<file path="config.mk">
export PLATFORM = sky130hd
export DESIGN_NAME = partial_product_calc_proc
export DESIGN_NICKNAME = d
export VERILOG_FILES = /design/src/rtl/partial_product_calc_proc.sv
export SDC_FILE = /design/constraint.sdc
export NUM_CORES = 1
export LEC_CHECK = 0
export CORE_MARGIN = 4
export CORE_UTILIZATION = 50
export DETAILED_ROUTE_END_ITERATION = 10
export GPL_TIMING_DRIVEN = 0
export MAX_ROUTING_LAYER = met4
export PLACE_DENSITY = 0.9
export SLEW_MARGIN = 20
export SYNTH_ARGS = -nofsm -noshare
export SYNTH_HDL_FRONTEND = slang
export SYNTH_SLANG_ARGS = --single-unit
</file>
<file path="constraint.sdc">
create_clock -name clock -period 1.75 [get_ports clock]
set_clock_uncertainty 0.05 [all_clocks]
set_input_delay 0.525 -clock clock [delete_from_list [all_inputs] [get_ports clock]]
set_output_delay 0.525 -clock clock [all_outputs]
set_load 0.1 [all_outputs]
</file>
<file path="src/rtl/partial_product_calc_proc.sv">
// Registered partial-product stage of a signed sequential shift-add multiplier.
// Optional registered last_step output is enabled by defining PPCP_LAST_STEP_FLAG_EN.
module partial_product_calc_proc #(
    parameter int W     = 16,
    parameter int CNT_W = 5
) (
    input  logic             clock,
    input  logic             reset_n,
    input  logic             in_valid,
    input  logic             a_bit,
    input  logic [W-1:0]     b,
    input  logic [CNT_W-1:0] count,
    output logic [W-1:0]     pp,
    output logic [W:0]       processed_pp,
    output logic             out_valid
`ifdef PPCP_LAST_STEP_FLAG_EN
    ,
    output logic             last_step
`endif
);

    logic [W-1:0] w_pp_next;
    logic [W:0]   w_ext;
    logic [W:0]   w_neg;
    logic [W:0]   w_processed_next;
    logic         w_is_last;

    logic [W-1:0] r_pp;
    logic [W:0]   r_processed_pp;
    logic         r_out_valid;

    // The multiplier MSB carries negative weight, so the last step subtracts.
    // The idle code and other counts above W-1 never match and stay unnegated.
    assign w_pp_next        = b & {W{a_bit}};
    assign w_ext            = {w_pp_next[W-1], w_pp_next};
    assign w_neg            = ~w_ext + (W+1)'(1);
    assign w_is_last        = (count == CNT_W'(W - 1));
    assign w_processed_next = w_is_last ? w_neg : w_ext;

    always_ff @(posedge clock or negedge reset_n) begin
        if (!reset_n) begin
            r_pp           <= '0;
            r_processed_pp <= '0;
            r_out_valid    <= 1'b0;
        end else begin
            r_out_valid <= in_valid;
            if (in_valid) begin
                r_pp           <= w_pp_next;
                r_processed_pp <= w_processed_next;
            end
        end
    end

    assign pp           = r_pp;
    assign processed_pp = r_processed_pp;
    assign out_valid    = r_out_valid;

`ifdef PPCP_LAST_STEP_FLAG_EN
    logic r_last_step;

    always_ff @(posedge clock or negedge reset_n) begin
        if (!reset_n) begin
            r_last_step <= 1'b0;
        end else if (in_valid) begin
            r_last_step <= w_is_last;
        end
    end

    assign last_step = r_last_step;
`endif

endmodule

</file>
==> out/summary.md <==
• Final Power: 2.34 mW
• hold slack: 0.241 ns
• Worst R2R End: processed_pp[11]
• Inserted Clock Buffers: 5
• Syn-to-layout area delta: 41.5%
• count of yosys warnings during synthesis: 0
• share of final-layout standard cells stronger than drive strength 1: 0.343
• Setup crit end: processed_pp[11]
• final worst-path setup slack: -0.162 ns
• area of the placeable core: 3470 um2
• Least-Margin Pin Slew: 0.717 ns
• CTS Buffer Depth: 2
• initial antenna violation count: 0
• synthesized area: 1860 um2
• post-placement cell count: 318
• routed len/inst: 17.4 um
• failing checks: negative setup slack
• Starting Density: 0.536
• Root Driver: sky130_fd_sc_hd__clkbuf_8
• clock-pin transition on the worst setup and hold timing paths: 0.07 ns
• vias in the first global route: 1,900
• cell leakage power: 1.21 nW
• die extent in x: 69.0 um
• Layout Utilization: 0.758
• Min Clock Period, post-route: 1.91 ns
• number of sinks driven by the clock tree: 33
• share of synthesized area occupied by flip-flops and latches: 0.444
• worst reg-to-reg setup slack: 0.78 ns
• area enclosed by the die boundary: 4760 um2
• number of buffers and inverters on the critical path: 1
• nets in the synthesized netlist: 242
• number of nets in the layout: 311
• r2r startpoint: processed_pp[11]
• unrepaired setup endpoints after global routing: yes
• Slowest-stage cell, CP: sky130_fd_sc_hd__or4_4
• Placement Rows: 21
• clock tree from TritonCTS: done
• number of max-slew violations in the final report: 0
• crit path launch: b[2]
• flip-flop and latch area: 827 um2
• GRT Residual Overflow: 0
• critical path launch point type: primary input
• Pwr per Cell Area: 891 nW/um2
• TritonRoute pass-1 iters: 7
• status: finished, violations left
• FF-to-FF path depth: 2
• Area contributors post-synth: sky130_fd_sc_hd__dfrtp_1, sky130_fd_sc_hd__nand3_1, sky130_fd_sc_hd__o21ai_0
• post-route non-filler standard cell count: 332
• most common library cells after synthesis: sky130_fd_sc_hd__dfrtp_1, sky130_fd_sc_hd__nand3_1, sky130_fd_sc_hd__inv_1, sky130_fd_sc_hd__o21ai_0, sky130_fd_sc_hd__nand2_1
• via count: 1,973
• post-detailed-routing wire length: 5790 um
• DRC violations left: 0
• count of flip-flops with a built-in enable after synthesis: 0
• category of the worst setup path capture point: register
• CP dominant cell by count: sky130_fd_sc_hd__or4_4
• top cell type's share of synthesized area: 0.444
• number of storage elements in the synthesis netlist: 33
• final-report setup violation count: 4
• # H-tree levels: 2
• count of unique library cells instantiated by Yosys: 47
• Critical Path Fanout Max: 7
• area of the multi-input gates: 1020 um2
• maximum clock rate: 523 MHz
• cell count after synthesis: 216
• crit share post-route: 1.09
• Hold Fails Final Rpt: 0
• top-count cell post-synth: sky130_fd_sc_hd__dfrtp_1
• # IOs: 59
• global-route wire length before repair: 9350 um
• count of input and output buffers: 56
• asr flop ratio synth: 1.00
• RD Place Congestion: 0.935
• largest net degree at the start of global routing: 34
• estimated wirelength of the detail-placed design: 3890 um
• Max-Cap Viols: 0
• Primary FF master, synth: sky130_fd_sc_hd__dfrtp_1
• mean area per synthesized cell: 8.60 um2
• delay of the slowest cell on the worst path: 0.54 ns
• Global Route Usage Sum: 0.278
• DRT iter0 DRCs: 204
• Critical Path, Cell by Cell: buf_8 -> or4_4 -> or4_4 -> a311o_1
• Via density: 5.94
• crit path kind: in2reg
• worst vdd rail ir drop: 0.000550 V
• top cell type by total area after synthesis: sky130_fd_sc_hd__dfrtp_1
• cell class contributing the biggest share of worst-path delay: simple AND/OR/NAND/NOR gates
• antenna diode count: 0
• Worst slew margin: 0.522
• die extent in y: 69.0 um
• data arrival at the endpoint of the critical path: 2.03 ns
• type of the tightest min-delay check: in2async
• insertion delay of the later-clocked pin in the worst-skew pair: 0.29 ns
• required time of the critical path: 1.87 ns
• count of fill cells added during filler insertion: 270
• antenna viol nets, final: 0
• WP depth: 4
[power breakdown]
part	switching, mW	internal [mW]
Combinational	0.712	0.188
Sequential	0.0306	0.827
Clock	0.266	0.320
Total	1.01	1.34
[flip-flops by register name, summed over array words and instances, names as in the netlist]
register,count
processed_pp,17
out_valid,1
pp,15
[how the worst min path moves through the flow]
| stage | from | end | slack (ns) | cells after the start |
|---|---|---|---|---|
| after floorplan | reset_n | out_valid | 0.18 | 0 |
| after global placement | processed_pp[13] | processed_pp[13] | 0.46 | 2 |
| after detailed placement | processed_pp[13] | processed_pp[13] | 0.46 | 2 |
| after CTS | reset_n | processed_pp[9] | 0.26 | 1 |
| after global routing | reset_n | processed_pp[9] | 0.30 | 1 |
| final | reset_n | processed_pp[4] | 0.24 | 1 |
[kinds of logic (layout without fill, tap and decap cells)]
family,count (synthesis),in the layout,share of synthesized area
simple gates,85,85,0.248
fa+ha+maj,1,1,0.00673
buf+inv,37,107,0.0781
compound gates,53,53,0.189
mux,1,1,0.00539
xor+xnor,6,6,0.0283
flops,33,33,0.444
[timing repair]
item | 4_1_cts | 5_1_grt
pin swaps | 21 | 10
resized for setup | 250 | 39
endpoints found under the setup margin | 64 | 46
hold buffers | 0 | 0
buffers inserted | 8 | 2
[layout by cell type (no fill, tap or decap), types with 6 or more instances in the layout]
| cell | synthesis | final |
|---|---|---|
| sky130_fd_sc_hd__buf_2 | 0 | 40 |
| sky130_fd_sc_hd__buf_4 | 1 | 11 |
| sky130_fd_sc_hd__buf_8 | 0 | 6 |
| sky130_fd_sc_hd__clkbuf_1 | 14 | 7 |
| sky130_fd_sc_hd__clkbuf_8 | 0 | 6 |
| sky130_fd_sc_hd__dfrtp_1 | 33 | 32 |
| sky130_fd_sc_hd__inv_1 | 19 | 19 |
| sky130_fd_sc_hd__nand2_1 | 15 | 13 |
| sky130_fd_sc_hd__nand3_1 | 21 | 21 |
| sky130_fd_sc_hd__nor2_1 | 10 | 9 |
| sky130_fd_sc_hd__o21ai_0 | 18 | 17 |
[stage by stage]
stage               setup TNS, ns  worst slack [ns]  cell area, um2
finish                     -0.287            -0.162            2630
global placement           -44.04             -1.02            2530
floorplan                   -1.26            -0.423            1910
CTS                        -0.986            -0.200            2680
global route               -0.729            -0.177            2630
detailed placement         -28.85             -1.04            2530
[routing by layer]
metal  GRT usage  wire length [um]
met5           -                 0
met4      0.0852               136
met3      0.0502               475
met2       0.443              2820
met1       0.361              2350
[layout make-up]
type	count	share of cell area
plain buffers	15	0.0423
multi-input cells	146	0.388
clock buffers	8	0.0343
well taps	46	0.0219
flip-flops and latches	33	0.314
repair buffers	65	0.172
inverters	19	0.0271
No activity file was read; power rests on OpenSTA's default activity.
